$ cat config.mk
export PLATFORM = sky130hd
export DESIGN_NAME = uart_receive
export DESIGN_NICKNAME = d
export VERILOG_FILES = /design/src/rtl/uart_receive.sv
export SDC_FILE = /design/constraint.sdc
export NUM_CORES = 1
export LEC_CHECK = 0
export CAP_MARGIN = 20
export CORE_AREA = 2 2 60 62
export DETAILED_ROUTE_END_ITERATION = 7
export DIE_AREA = 0 0 62 64
export DONT_BUFFER_PORTS = 1
export HOLD_SLACK_MARGIN = 0.05
export PLACE_DENSITY = 0.72
export SLEW_MARGIN = 20
export SYNTH_ARGS = -nofsm -noshare
export SYNTH_HDL_FRONTEND = slang
export SYNTH_SLANG_ARGS = --single-unit
$ cat constraint.sdc
create_clock -name clk -period 2.1 [get_ports clk]
set_input_delay 0 -clock clk [delete_from_list [all_inputs] [get_ports clk]]
set_output_delay 0 -clock clk [all_outputs]
set_load 0.1 [all_outputs]
$ cat src/rtl/uart_receive.sv
// ============================================================================
// uart_receive : 8N1 UART receiver, mid-bit sampling, 1-cycle valid/error strobes
// Revision     : 1.0
// ============================================================================
`default_nettype none

module uart_receive #(
  parameter int BAUD    = 115200,
  parameter int CLK_MHZ = 100
) (
  input  logic       clk,
  input  logic       rst_n,
  input  logic       rx,
  output logic [7:0] data_byte,
  output logic       data_valid,
  output logic       frame_err,
  output logic       busy
);

  localparam int CPB   = (CLK_MHZ * 1_000_000) / BAUD;
  localparam int HALF  = CPB / 2;
  localparam int CNT_W = (CPB > 1) ? $clog2(CPB) : 1;

  localparam logic [CNT_W-1:0] CNT_LAST = CNT_W'(CPB - 1);
  localparam logic [CNT_W-1:0] CNT_MID  = CNT_W'(HALF - 1);
  localparam logic [CNT_W-1:0] CNT_ONE  = CNT_W'(1);
  localparam logic [CNT_W-1:0] CNT_ZERO = '0;

  typedef enum logic [1:0] {
    S_IDLE  = 2'd0,
    S_START = 2'd1,
    S_DATA  = 2'd2,
    S_STOP  = 2'd3
  } state_t;

  state_t           state_q;
  logic [CNT_W-1:0] cnt_q;
  logic [2:0]       bit_q;
  logic [7:0]       shreg_q;
  logic [7:0]       data_byte_q;
  logic             data_valid_q;
  logic             frame_err_q;
  logic             busy_q;
  logic             rx_meta_q;
  logic             rx_s_q;
  logic             rx_prev_q;

  logic             w_fall;

  // Start is recognised only on a genuine 1->0 transition of the synchronised line.
  assign w_fall = rx_prev_q & ~rx_s_q;

  always_ff @(posedge clk) begin
    if (!rst_n) begin
      state_q      <= S_IDLE;
      cnt_q        <= CNT_ZERO;
      bit_q        <= 3'd0;
      shreg_q      <= 8'h00;
      data_byte_q  <= 8'h00;
      data_valid_q <= 1'b0;
      frame_err_q  <= 1'b0;
      busy_q       <= 1'b0;
      rx_meta_q    <= 1'b1;
      rx_s_q       <= 1'b1;
      rx_prev_q    <= 1'b1;
    end else begin
      rx_meta_q    <= rx;
      rx_s_q       <= rx_meta_q;
      rx_prev_q    <= rx_s_q;
      data_valid_q <= 1'b0;
      frame_err_q  <= 1'b0;

      case (state_q)
        S_IDLE: begin
          cnt_q <= CNT_ZERO;
          if (w_fall) begin
            state_q <= S_START;
            busy_q  <= 1'b1;
          end
        end

        S_START: begin
          if (cnt_q == CNT_MID) begin
            cnt_q <= CNT_ZERO;
            bit_q <= 3'd0;
            if (!rx_s_q) begin
              state_q <= S_DATA;
            end else begin
              state_q <= S_IDLE;
              busy_q  <= 1'b0;
            end
          end else begin
            cnt_q <= cnt_q + CNT_ONE;
          end
        end

        S_DATA: begin
          if (cnt_q == CNT_LAST) begin
            cnt_q   <= CNT_ZERO;
            shreg_q <= {rx_s_q, shreg_q[7:1]};
            if (bit_q == 3'd7) begin
              state_q <= S_STOP;
            end else begin
              bit_q <= bit_q + 3'd1;
            end
          end else begin
            cnt_q <= cnt_q + CNT_ONE;
          end
        end

        S_STOP: begin
          if (cnt_q == CNT_LAST) begin
            cnt_q   <= CNT_ZERO;
            state_q <= S_IDLE;
            busy_q  <= 1'b0;
            if (rx_s_q) begin
              data_byte_q  <= shreg_q;
              data_valid_q <= 1'b1;
            end else begin
              frame_err_q <= 1'b1;
            end
          end else begin
            cnt_q <= cnt_q + CNT_ONE;
          end
        end

        default: begin
          state_q <= S_IDLE;
          cnt_q   <= CNT_ZERO;
          busy_q  <= 1'b0;
        end
      endcase
    end
  end

  assign data_byte  = data_byte_q;
  assign data_valid = data_valid_q;
  assign frame_err  = frame_err_q;
  assign busy       = busy_q;

endmodule

`default_nettype wire
Yosys cells after proc, flatten, opt, wreduce, memory -nomap -nowiden --
Index checks and enable logic that the tools add are counted.
Word-level totals: register bits after elaboration 37, output and inout bits 11, bits of input ports 3, logic and storage cells 59
Operators by class: bitwise gates (word level) 2, add/sub/neg operators 2, muxes and demuxes 21, eq/ne operators 13, reductions and logical operators 10
Operator list (number):
- $pmux W10 S3 | 1
- $mux W10 | 2
- $ne A2 B2 Y1 const B | 7
- $mux W2 | 6
- $add A10 B1 Y10 const B | 1
- $eq A10 B10 Y1 const B | 1
- $eq A10 B9 Y1 const B | 1
- $reduce_and A5 Y1 | 2
- $mux W3 | 3
- $pmux W2 S4 | 1
- $mux W1 | 6
- $pmux W3 S2 | 1
- $reduce_and A3 Y1 | 2
- $eq A2 B2 Y1 const B | 2
- $reduce_and A4 Y1 | 1
- $add A3 B1 Y3 const B | 1
- $eq A3 B3 Y1 const B | 1
- $pmux W1 S3 | 1
- $reduce_bool A3 Y1 | 1
- $eq A2 B1 Y1 const B | 1
- $logic_not A2 Y1 | 1
- $reduce_and A2 Y1 | 1
- $reduce_bool A2 Y1 | 1
- $reduce_or A2 Y1 | 1
- other kinds (2) | 2

Depth between registers and ports, before layout --
Gate-level depths: netlist of the first run.
depth after elaboration 4, mapped depth 7, depth with buffers taken out 6

Worst setup path after synthesis of the first run --
No wires, ideal clock.
path type reg-to-reg, start register cnt_q[0], end register data_byte_q[0] (netlist: data_byte[0]), required time 1.972 ns, stages on the path, launching flop included 6, arrival time 1.391 ns, buffers on the path 0, setup slack 0.581 ns, path through dfxtp_1 ha_1 and4bb_2 nand4_2 mux2i_1 nor2_1
Between the ends: cells in the longest elaborated chain, start to end 2
Ends and longest elaborated chain:
- start: declaration | line 37 | logic [CNT_W-1:0] cnt_q;
- start signal: assignment | line 93 | cnt_q <= cnt_q + CNT_ONE;
- start signal: assignment | line 107 | cnt_q <= cnt_q + CNT_ONE;
- start signal: assignment | line 123 | cnt_q <= cnt_q + CNT_ONE;
- $eq A10 B10 Y1 | line 112 | if (cnt_q == CNT_LAST) begin
- $reduce_and A3 Y1 (no line)
- end signal: assignment | line 117 | data_byte_q <= shreg_q;
- end: declaration | line 40 | logic [7:0] data_byte_q;
Every way passes these cells. A chain may end at the register's enable or synchronous reset.

==> results of run 1 <==
[where the power goes]
group	switching [mW]	internal, mW	total (mW)
Combinational	0.0259	0.0102	0.0361
Sequential	0.00531	0.706	0.712
Clock	0.224	0.157	0.380
[worst paths after layout]
path	cells past startpoint	from	slack [ps]	to
max	5	rst_n	170	bit_q[0]
min	2	rx	290	rx_meta_q
max reg2reg	5	cnt_q[0]	360	data_byte[2]
min reg2reg	1	rx_meta_q	430	rx_s_q
[metrics by stage]
stage          instances  total power, mW  setup WS [ps]
2_1_floorplan        168            0.754            581
3_3_place_gp         217            0.754            416
3_5_place_dp         217            0.755            368
4_1_cts              226             1.14            183
5_1_grt              226             1.17           12.9
6_report             226             1.13            166
[cells in the final DEF (no fill, tap or decap), types with 3 or more instances in the layout]
cell type   n
a41oi_1     3
and3_1      3
buf_4      12
clkbuf_4    5
dfxtp_1    37
ha_1        4
inv_1       4
mux2i_1     8
nand2_1    15
nand3_1    15
nand4_1     5
nor2_1     23
o21ai_0     9
xor2_1      6
[registers in the layout (all words and copies together), names as in the netlist, named ones only]
signal	cells
cnt_q	10
data_byte	8
shreg_q	8
bit_q	3
busy	1
data_valid	1
frame_err	1
rx_meta_q	1
rx_prev_q	1
rx_s_q	1
state_q	1
[cell families after synthesis]
kind of cell,Yosys count
adders and majority gates,4
buffers and inverters,13
AOI/OAI and AO/OA,19
and+or+nand+nor,79
muxes,8
DFF,37
xor gates and xnor gates,8
[final cells by class]
type | instances | area (sq um)
Clock buffer | 6 | 51.3
Clock inverter | 1 | 7.51
Fill cell | 305 | 1530
Inverter | 4 | 15.0
Multi-Input combinational cell | 118 | 772
Sequential cell | 37 | 741
Tap cell | 46 | 57.6
Timing Repair Buffer | 14 | 110
[metal layers]
| layer | wire, um | up-vias |
|---|---|---|
| li1 | - | 606 |
| met1 | 1410 | 553 |
| met2 | 1400 | 15 |
| met3 | 94 | 9 |
| met4 | 79 | 0 |
| met5 | 0 | - |
[worst reg2reg max path, cell delays in order (launching register included)]
cell and delay [ps]:
dfxtp_1 410, ha_1 250, and4bb_2 310, nand4_2 330, mux2i_1 260, nor2_1 50
==> PnR_summary.wiki, run 1 <==
{| class="wikitable"
! Metric !! Value
|-
| Outcome || complete, no violations
|-
| Die H || between 60 and 70 um
|-
| Area fraction in compound gates after synthesis || 7.57%
|-
| Fraction of layout cells with a size suffix above 1 || 15.0%
|-
| WL final || between 2000 and 3000 um
|-
| Post-synthesis register bit count || 37
|-
| TritonCTS buffer count || 5
|-
| Post-route fraction of the period consumed by the critical path || between 90% and 100%
|-
| Source-to-sink clock delay at the later pin of the worst-skew pair || 340 ps
|-
| Vias after detailed routing || between 1,000 and 1,500
|-
| Number of buffers inserted by post-CTS setup repair || 0
|-
| RD Place Congestion || 0.813
|-
| Post-detailed-route wirelength per cell || 13.2 um
|-
| Final instance area || 0.00175 sq mm
|-
| Length of the first detailed-routing pass in iterations || 5
|-
| Largest net degree at the start of global routing || 25
|-
| Setup_tns || 0 ps
|-
| Type of origin of the critical path || primary input
|-
| Detailed placer's ending HPWL || 2140 um
|-
| Total number of H-tree levels || 2
|-
| Power per cell area || between 600 and 700 mW/mm^2
|-
| Number of enable-type register cells in the synthesized netlist || 0
|-
| Post-synthesis sequential area ratio || about 47%
|-
| Peak supply drop || 485 uV
|-
| Post-layout minimum cycle time || 1930 ps
|-
| Starting utilization of the core area || 48.3%
|-
| Element type at the critical path end || flop
|-
| Dominant cell by count in the synthesized netlist || dfxtp_1
|-
| Arrival time at the worst endpoint || between 2000 and 2500 ps
|-
| Count of endpoints failing setup in the final report || 0
|-
| Number of global-route vias before repair || roughly 1,100
|-
| Setup repair after global routing missed its margin || no
|-
| Type of the worst setup path || primary input to flop
|-
| Hold Vio Cnt, Final || 0
|-
| Max-Cap Viols || 0
|-
| Static leakage power || 0.716 nW
|-
| Cell chosen for the clock root || clkbuf_4
|-
| CTS tree || yes
|-
| Top Family by Delay on Critical Path || buffers and inverters
|-
| Number of buffer and inverter instances along the worst setup path || 2
|-
| Summed instance area of the synthesized netlist || between 0.0015 and 0.002 sq mm
|-
| Met1 track utilization from global routing || between 20% and 30%
|-
| Most used routing layer in global routing || met2
|-
| # hold bufs at CTS || 2
|-
| Die Area || 0.00397 sq mm
|-
| CTS clock-pin slew for the worst setup and hold paths || 110 ps
|-
| Wire length of the first global-routing pass || 4970 um
|-
| Clock sink count || 37
|-
| CP max FO || 24
|-
| Required time at the endpoint of the critical path || 2360 ps
|-
| Area growth from synthesis to final layout || 10.5%
|-
| Worst-path cell chain || dlygate4sd3_1 > inv_1 > a41oi_1 > nand3_1 > o31ai_2
|-
| Final nets || 187
|-
| Die width || 62 um
|-
| Number of pins exceeding their max-slew limit in the final report || 0
|-
| Combinational family with the most area after synthesis || simple AND/OR/NAND/NOR gates
|-
| Adder-cell area share of the yosys netlist || 3.15%
|-
| DRC Markers || 0
|-
| Final ANT Viol Nets || 0
|-
| Average via count per standard cell || 5.23
|-
| Global route total overflow || 0
|-
| Placeable core area || 0.00328 sq mm
|-
| Parity-gate share of the synthesized area counting xor and xnor cells || between 4 and 5%
|-
| Main area contributors after synthesis || dfxtp_1 47%, nor2_1 5.4%, mux2i_1 5.0%
|-
| Instance area after placement || 0.00168 sq mm
|-
| Ant. Diodes || 0
|-
| Met2 Resource Use GR || 26.0%
|-
| Starting DRC count in detailed routing || 45
|-
| Number of antenna violations at the first check in global routing || 0
|-
| Relative slew slack || 42.7%
|-
| Clock Skew || 10.7 ps
|-
| Count of input and output buffers || 0
|-
| I/O pin count || 14
|-
| Worst hold slack after final layout || 294 ps
|-
| Total number of placement rows || 21
|-
| GRT Util Overall || 17.1%
|-
| Delay of the slowest cell on the worst path || 1100 ps
|-
| Post-Syn Nets || 175
|-
| CTS resizes || 0
|-
| Met3 track utilization from global routing || 3.85%
|-
| Slowest cell on crit path || dlygate4sd3_1
|-
| Primary FF master, synth || dfxtp_1
|-
| Final core utilization || 53.4%
|-
| Max Clock Freq || 517 MHz
|-
| Slew at the pin closest to its max-slew limit || approximately 860 ps
|-
| Post-synthesis simple-gate area fraction || 28.4%
|-
| Synth Warn # || 0
|-
| Multiplexer area fraction after synthesis || 5.04%
|-
| Fraction of post-synthesis cell area in the top cell type by area || 46.7%
|-
| Proportion of synthesized flip-flops having asynchronous set or reset || 0%
|-
| Library cell occupying the most area in the post-synthesis netlist || dfxtp_1
|-
| CTS max path bufs || 2
|-
| List of most frequent post-synthesis cells || 37 x dfxtp_1, 23 x nor2_1, 15 x nand2_1, 15 x nand3_1, 9 x o21ai_0
|-
| Post-synthesis average cell area || 9.45 sq um
|-
| Class of the tightest hold or removal check || primary input to flop
|-
| Number of instances in the synthesized netlist || 168
|-
| Number of unique standard cell types used by synthesis || 36
|}
Power figures use the tool's default switching activity.
==> inputs of run 2 (changes only) <==
Settings changed: ABC_AREA set to 1, CORE_AREA 2 2 60 62 to 2 2 59 61, DIE_AREA 0 0 62 64 to 0 0 61 63.
==> run 2 against run 1 <==
  * Combinational power up 49%
  * Synthesized cell count up 11%
  * Global-route usage down 0.52 points
  * Worst hold slack better by 4.0 ps
  * Critical endpoint is now state_q[0]
  * Fmax up 15%
  * Largest cell class is now sequential cells
  * Cell area down 0.71%
  * Wire length down 10%
  * Critical path depth up 2
==> PnR_summary.wiki, run 2 <==
{| class="wikitable"
! Metric !! Value
|-
| Post-synthesis average cell area || 8.28 sq um (was 9.45 sq um)
|-
| Placeable core area || 0.00323 sq mm (was 0.00328 sq mm)
|-
| Setup repair after global routing missed its margin || no (unchanged)
|-
| Fraction of power consumed by sequential logic || 62.3% (was 63.1%)
|-
| Max Clock Freq || 595 MHz (was 517 MHz)
|-
| Worst min-delay path endpoint || rx_meta_q (unchanged)
|-
| Wire length of the first global-routing pass || 4870 um (was 4970 um)
|-
| CP max FO || 9 (was 24)
|-
| Number of enable-type register cells in the synthesized netlist || 0 (unchanged)
|-
| CTS clock-pin slew for the worst setup and hold paths || 100 ps (was 110 ps)
|-
| Placement-stage worst setup slack || 440 ps (was 368 ps)
|-
| Final core utilization || 53.9% (was 53.4%)
|-
| Proportion of power drawn by the clock network || 33.0% (was 33.7%)
|-
| Synth Warn # || 0 (unchanged)
|-
| CTS tree || yes (unchanged)
|-
| List of most frequent post-synthesis cells || 37 x dfxtp_1, 26 x nand2_1, 24 x a21oi_1 (was 37 x dfxtp_1, 23 x nor2_1, 15 x nand2_1, 15 x nand3_1, 9 x o21ai_0)
|-
| Library cell occupying the most area in the post-synthesis netlist || dfxtp_1 (unchanged)
|-
| Worst reg2reg startpoint || cnt_q[0] (unchanged)
|-
| Most frequent cells in the layout || 37 x dfxtp_1, 26 x nand2_1, 24 x a21oi_1 (was 37 x dfxtp_1, 23 x nor2_1, 15 x nand2_1, 15 x nand3_1, 12 x buf_4)
|-
| Delay of the slowest cell on the worst path || 400 ps (was 1100 ps)
|-
| Total number of H-tree levels || 2 (unchanged)
|-
| Total design power || 1.14 mW (was 1.13 mW)
|-
| Largest net degree at the start of global routing || 22 (was 25)
|-
| TritonCTS buffer count || 5 (unchanged)
|-
| Number of unique standard cell types used by synthesis || 30 (was 36)
|-
| Setup_tns || 0 ps (unchanged)
|-
| Area growth from synthesis to final layout || 12.4% (was 10.5%)
|-
| Number of buffer and inverter instances along the worst setup path || 0 (was 2)
|-
| FF-to-FF End || state_q[0] (was data_byte[2])
|-
| Ant. Diodes || 0 (unchanged)
|-
| CTS max path bufs || 2 (unchanged)
|-
| WL final || 2670 um (was 2980 um)
|-
| Post-synthesis register bit count || 37 (unchanged)
|-
| Detailed placer's ending HPWL || 1900 um (was 2140 um)
|-
| Post-detailed-route wirelength per cell || 10.7 um (was 13.2 um)
|-
| Final nets || 211 (was 187)
|-
| Internal power || 0.881 mW (was 0.873 mW)
|-
| Register-to-Register Path Depth || 7 (was 5)
|-
| Outcome || complete, no violations (unchanged)
|-
| Register ranked first by flip-flop count || cnt_q (unchanged)
|-
| Fraction of post-synthesis cell area in the top cell type by area || 47.8% (was 46.7%)
|-
| Number of buffers inserted by post-CTS setup repair || 0 (unchanged)
|-
| Type of the worst setup path || flop to flop (was primary input to flop)
|-
| Hold Vio Cnt, Final || 0 (unchanged)
|-
| Post-Syn Nets || 194 (was 175)
|-
| Power per cell area || 655 mW/mm^2 (was 643 mW/mm^2)
|-
| Starting utilization of the core area || 47.9% (was 48.3%)
|-
| Die H || 63 um (was 64 um)
|-
| Worst R2R Setup Slack || 420 ps (was 360 ps)
|-
| Die width || 61 um (was 62 um)
|-
| Number of pins exceeding their max-slew limit in the final report || 0 (unchanged)
|-
| Gate power share || 4.7% (was 3.2%)
|-
| Static leakage power || 0.700 nW (was 0.716 nW)
|-
| Count of endpoints failing setup in the final report || 0 (unchanged)
|-
| Clock Skew || 6.22 ps (was 10.7 ps)
|-
| Required time at the endpoint of the critical path || 2340 ps (was 2360 ps)
|-
| Worst-path cell chain || ha_1 > nand2_1 > nor2_2 > nand3_4 > a21oi_1 > nand3_1 > and3_1 (was dlygate4sd3_1 > inv_1 > a41oi_1 > nand3_1 > o31ai_2)
|-
| Element type at the critical path end || flop (unchanged)
|-
| GRT Util Overall || 16.6% (was 17.1%)
|-
| Number of antenna violations at the first check in global routing || 0 (unchanged)
|-
| Switching power summed over all nets || 0.261 mW (was 0.255 mW)
|-
| Dominant cell by count in the synthesized netlist || dfxtp_1 (unchanged)
|-
| Count of input and output buffers || 0 (unchanged)
|-
| Post-route fraction of the period consumed by the critical path || 80.0% (was 92.1%)
|-
| I/O pin count || 14 (unchanged)
|-
| Type of origin of the critical path || flop (was primary input)
|-
| Primary FF master, synth || dfxtp_1 (unchanged)
|-
| Worst hold slack after final layout || 298 ps (was 294 ps)
|-
| Slowest cell on crit path || dfxtp_1 (was dlygate4sd3_1)
|-
| Proportion of synthesized flip-flops having asynchronous set or reset || 0% (unchanged)
|-
| Clock sink count || 37 (unchanged)
|-
| Setup slack after layout || 420 ps (was 166 ps)
|-
| Slew at the pin closest to its max-slew limit || 624 ps (was 857 ps)
|-
| Fraction of layout cells with a size suffix above 1 || 15.7% (was 15.0%)
|-
| Arrival time at the worst endpoint || 1920 ps (was 2200 ps)
|-
| Die Area || 0.00384 sq mm (was 0.00397 sq mm)
|-
| Number of instances in the synthesized netlist || 187 (was 168)
|-
| Number of global-route vias before repair || 1,158 (was 1,128)
|-
| RD Place Congestion || 0.818 (was 0.813)
|-
| Cell chosen for the clock root || clkbuf_4 (unchanged)
|-
| Class of the tightest hold or removal check || primary input to flop (unchanged)
|-
| Length of the first detailed-routing pass in iterations || 4 (was 5)
|-
| Main area contributors after synthesis || dfxtp_1 48%, a21oi_1 7.8%, nand2_1 6.3% (was dfxtp_1 47%, nor2_1 5.4%, mux2i_1 5.0%)
|-
| Startpoint of the lowest-slack hold path || rx (unchanged)
|-
| Post-synthesis sequential area ratio || 47.8% (was 46.7%)
|-
| Instance count along the most critical hold path || 2 (unchanged)
|-
| Final ANT Viol Nets || 0 (unchanged)
|-
| Global route total overflow || 0 (unchanged)
|-
| Starting DRC count in detailed routing || 22 (was 45)
|-
| Source-to-sink clock delay at the later pin of the worst-skew pair || 330 ps (was 340 ps)
|-
| Max-Cap Viols || 0 (unchanged)
|-
| Average via count per standard cell || 4.88 (was 5.23)
|-
| Relative slew slack || 58.3% (was 42.7%)
|-
| DRC Markers || 0 (unchanged)
|-
| Peak supply drop || 362 uV (was 485 uV)
|-
| Post-layout minimum cycle time || 1680 ps (was 1930 ps)
|-
| Top Family by Delay on Critical Path || simple AND/OR/NAND/NOR gates (was buffers and inverters)
|-
| Net switching share of the total power || 22.8% (was 22.6%)
|-
| Commonest non-fill, non-tap cell in the layout || dfxtp_1 (unchanged)
|-
| Summed instance area of the synthesized netlist || 0.00155 sq mm (was 0.00159 sq mm)
|-
| Max reg flops || 10 (unchanged)
|-
| Vias after detailed routing || 1,221 (was 1,183)
|-
| Total number of placement rows || 21 (unchanged)
|}
[run 2: changes by cell type after synthesis, moves of 3 or more]
cell	delta
nand4_1	-4
xor2_1	-4
a41oi_1	-3
nor2_1	-8
nand2_2	+3
a21oi_1	+22
inv_1	+16
nand2_1	+11
buf_2	-3
mux2i_1	-8
buf_6	-3
o21ai_0	+7
[run 2: kinds of logic after synthesis]
| group | Yosys count | share of synthesized area [%] |
|---|---|---|
| buffers and inverters | 25 | 6.78 |
| adders and majority gates | 4 | 3.23 |
| and+or+nand+nor | 76 | 26.7 |
| AOI/OAI and AO/OA | 42 | 13.8 |
| xor gates and xnor gates | 3 | 1.70 |
| DFF | 37 | 47.8 |
[run 2: layout make-up]
| cell class | count | area (sq um) |
|---|---|---|
| Inverter | 22 | 82.6 |
| Timing Repair Buffer | 13 | 103 |
| Tap cell | 46 | 57.6 |
| Multi-Input combinational cell | 125 | 703 |
| Sequential cell | 37 | 741 |
| Fill cell | 318 | 1490 |
| Clock buffer | 7 | 55.1 |
[run 2: metrics by stage]
step / area (sq um) / instances
4_1_cts: 1740 / 250
6_report: 1740 / 250
3_5_place_dp: 1670 / 241
5_1_grt: 1740 / 250
2_1_floorplan: 1550 / 187
3_3_place_gp: 1670 / 241
[run 2: worst max path at each step]
stage | from | end | slack [ps] | cells after the start
after global routing | cnt_q[0] | data_byte[5] | 210 | 7
after global placement | cnt_q[0] | state_q[0] | 470 | 7
after floorplan | cnt_q[0] | state_q[0] | 590 | 7
after CTS | cnt_q[0] | state_q[0] | 420 | 7
after detailed placement | cnt_q[0] | state_q[0] | 440 | 7
final | cnt_q[0] | state_q[0] | 420 | 7
[run 2: what timing repair did]
item                                   in CTS  in global routing
hold buffers                                2                  0
resized for setup                           0                  0
endpoints found under the hold margin      37                  0
[run 2: metal layers]
metal	global-route usage [%]	wire length [um]	share of wire [%]	vias to the layer above
met1	21.5	1290	48	539
met4	7.07	48	1.8	0
met2	24.6	1210	45	25
met5	0	0	0	-
met3	5.80	120	4.5	6
li1	-	-	-	651
[run 2: power groups by stage]
| stage | sequential [mW] | combinational, mW | clock, mW |
|---|---|---|---|
| detailed placement | 0.727 | 0.0465 | 0 |
| finish | 0.711 | 0.0539 | 0.376 |
| floorplan | 0.740 | 0.0291 | 0 |
| CTS | 0.711 | 0.0544 | 0.394 |
| global route | 0.712 | 0.0597 | 0.417 |
| global placement | 0.727 | 0.0465 | 0 |
==> inputs of run 3 (changes only) <==
Clock period 2.1 ns to 1.73 ns, I/O delays scaled along.
==> run 3 against run 2 <==
  * Critical path depth grew 1
  * Non-clock buffer count grew 5
  * Worst hold slack better by 13 ps
  * Critical path type unchanged
  * Core utilization grew 2.1 points
  * Highest routed layer unchanged
  * Worst setup slack got worse by 250 ps
  * Largest power group unchanged
  * Final cell count grew 2.4%
==> PnR_summary.wiki, run 3 (synthesis gave the netlist of run 2 again) <==
{| class="wikitable"
! Metric !! Value
|-
| Outcome || complete, no violations (unchanged)
|-
| Setup repair after global routing missed its margin || no (unchanged)
|-
| Cell chosen for the clock root || clkbuf_4 (unchanged)
|-
| Final ANT Viol Nets || 0 (unchanged)
|-
| Worst min-delay path endpoint || rx_meta_q (unchanged)
|-
| Clock Skew || 11.4 ps (was 6.22 ps)
|-
| Met3 track utilization from global routing || 6.83% (was 5.80%)
|-
| Total number of H-tree levels || 2 (unchanged)
|-
| DRC Markers || 0 (unchanged)
|-
| Number of buffer and inverter instances along the worst setup path || 0 (unchanged)
|-
| Global route total overflow || 0 (unchanged)
|-
| Power per cell area || 798 mW/mm^2 (was 655 mW/mm^2)
|-
| Vias after detailed routing || 1,233 (was 1,221)
|-
| GRT Util Overall || 17.0% (was 16.6%)
|-
| Type of origin of the critical path || flop (unchanged)
|-
| Top Family by Delay on Critical Path || simple AND/OR/NAND/NOR gates (unchanged)
|-
| Max Clock Freq || 642 MHz (was 595 MHz)
|-
| RD Place Congestion || 0.833 (was 0.818)
|-
| Number of global-route vias before repair || 1,108 (was 1,158)
|-
| Wire length of the first global-routing pass || 4860 um (was 4870 um)
|-
| WL final || 2740 um (was 2670 um)
|-
| Slew at the pin closest to its max-slew limit || 626 ps (was 624 ps)
|-
| Register-to-Register Path Depth || 8 (was 7)
|-
| CTS tree || yes (unchanged)
|-
| Ant. Diodes || 0 (unchanged)
|-
| Worst-path cell chain || ha_1 > nand2_1 > nor2_2 > nand3_4 > a21oi_1 > nand3_1 > nand2_1 > a21oi_1 (was ha_1 > nand2_1 > nor2_2 > nand3_4 > a21oi_1 > nand3_1 > and3_1)
|-
| Count of input and output buffers || 0 (unchanged)
|-
| Most used routing layer in global routing || met1 (was met2)
|-
| CP max FO || 9 (unchanged)
|-
| Max reg flops || 10 (unchanged)
|-
| Detailed placer's ending HPWL || 1910 um (was 1900 um)
|-
| Post-detailed-route wirelength per cell || 10.7 um (about the same)
|-
| Die Area || 0.00384 sq mm (unchanged)
|-
| Worst R2R Setup Slack || 170 ps (was 420 ps)
|-
| Number of antenna violations at the first check in global routing || 0 (unchanged)
|-
| Required time at the endpoint of the critical path || 1940 ps (was 2340 ps)
|-
| Static leakage power || 0.740 nW (was 0.700 nW)
|-
| Count of endpoints failing setup in the final report || 0 (unchanged)
|-
| CTS clock-pin slew for the worst setup and hold paths || 110 ps (was 100 ps)
|-
| Number of pins exceeding their max-slew limit in the final report || 0 (unchanged)
|-
| Startpoint of the lowest-slack hold path || rx (unchanged)
|-
| Peak supply drop || 430 uV (was 362 uV)
|-
| Class of the tightest hold or removal check || primary input to flop (unchanged)
|-
| Most frequent cells in the layout || 36 x dfxtp_1, 26 x nand2_1, 24 x a21oi_1 (was 37 x dfxtp_1, 26 x nand2_1, 24 x a21oi_1)
|-
| Die H || 63 um (unchanged)
|-
| Area growth from synthesis to final layout || 16.7% (was 12.4%)
|-
| CTS max path bufs || 2 (unchanged)
|-
| Starting DRC count in detailed routing || 37 (was 22)
|-
| Delay of the slowest cell on the worst path || 370 ps (was 400 ps)
|-
| Length of the first detailed-routing pass in iterations || 4 (unchanged)
|-
| Type of the worst setup path || flop to flop (unchanged)
|-
| Instance count along the most critical hold path || 2 (unchanged)
|-
| Max-Cap Viols || 0 (unchanged)
|-
| I/O pin count || 14 (unchanged)
|-
| Total number of placement rows || 21 (unchanged)
|-
| Placeable core area || 0.00323 sq mm (unchanged)
|-
| Met2 Resource Use GR || 22.0% (was 24.6%)
|-
| Met1 track utilization from global routing || 24.4% (was 21.5%)
|-
| Setup_tns || 0 ps (unchanged)
|-
| Hold Vio Cnt, Final || 0 (unchanged)
|-
| Final nets || 216 (was 211)
|-
| Total design power || 1.44 mW (was 1.14 mW)
|-
| TritonCTS buffer count || 5 (unchanged)
|-
| Relative slew slack || 58.1% (was 58.3%)
|-
| Worst reg2reg startpoint || cnt_q[1] (was cnt_q[0])
|-
| Average via count per standard cell || 4.82 (was 4.88)
|-
| Post-route fraction of the period consumed by the critical path || 90.0% (was 80.0%)
|-
| Fraction of layout cells with a size suffix above 1 || 19.0% (was 15.7%)
|-
| Arrival time at the worst endpoint || 1770 ps (was 1920 ps)
|-
| Post-layout minimum cycle time || 1560 ps (was 1680 ps)
|-
| Worst hold slack after final layout || 311 ps (was 298 ps)
|-
| Register ranked first by flip-flop count || cnt_q (unchanged)
|-
| Clock sink count || 37 (unchanged)
|-
| Commonest non-fill, non-tap cell in the layout || dfxtp_1 (unchanged)
|-
| Element type at the critical path end || flop (unchanged)
|-
| Source-to-sink clock delay at the later pin of the worst-skew pair || 330 ps (about the same)
|-
| Starting utilization of the core area || 47.9% (unchanged)
|-
| Largest net degree at the start of global routing || 22 (unchanged)
|-
| Slowest cell on crit path || dfxtp_1 (unchanged)
|-
| Die width || 61 um (unchanged)
|}
[run 3: changes by cell type in the layout (fill, tap and decap cells not counted), sizes merged]
cell | before | now
buf | 11 | 16
clkinv | 0 | 1
[run 3: how the worst max path moves through the flow]
stage                   from      endpoint  slack, ps  cells past startpoint
floorplan           cnt_q[0]    state_q[0]        220                      7
global placement    cnt_q[0]    state_q[0]        170                      7
detailed placement  cnt_q[0]    state_q[0]        140                      7
CTS                 cnt_q[0]    state_q[0]        120                      7
global route        cnt_q[1]  data_byte[3]          7                      7
finish              cnt_q[1]          flop        170                      8
[run 3: area by class of cell]
class                   instances  area [sq um]
multi-input cells             125           703
flip-flops and latches         37           742
repair buffers                 18           153
clock inverters                 1          5.00
clock buffers                   7          65.1
inverters                      22          82.6
well taps                      46          57.6
fillers                       321          1420
[run 3: where the power goes]
part           internal, mW  total (mW)  leakage, nW  switching (mW)
Sequential            0.859       0.863        0.299         0.00434
Clock                 0.236       0.514       0.0413           0.279
Combinational        0.0183      0.0657        0.399          0.0474
[run 3: metrics by stage]
step	worst slack, ps	std cells	util [%]	cell area [sq um]
2_1_floorplan	222	187	-	1550
3_3_place_gp	169	242	51.8	1670
3_5_place_dp	139	242	51.8	1670
4_1_cts	118	252	54.6	1760
5_1_grt	7.35	256	55.9	1810
6_report	173	256	55.9	1810
[run 3: what timing repair did]
| item | in CTS | in global routing |
|---|---|---|
| hold endpoints to repair | 37 | 0 |
| setup buffers | 0 | 4 |
| resized for setup | 0 | 1 |
| endpoints found under the setup margin | 0 | 3 |
| hold buffers | 2 | 0 |
[run 3: per-layer routing]
layer  wire length (um)  share of wire [%]
met1               1430                 52
met2               1170                 43
met3                100                3.6
met4                 38                1.4
met5                  0                  0
[run 3: worst reg2reg max path: cells and delay by family, from the launching register on]
| family | cells | cell delay [ps] |
|---|---|---|
| AOI/OAI and AO/OA | 2 | 330 |
| and+or+nand+nor | 5 | 570 |
| adders and majority gates | 1 | 170 |
| DFF | 1 | 370 |
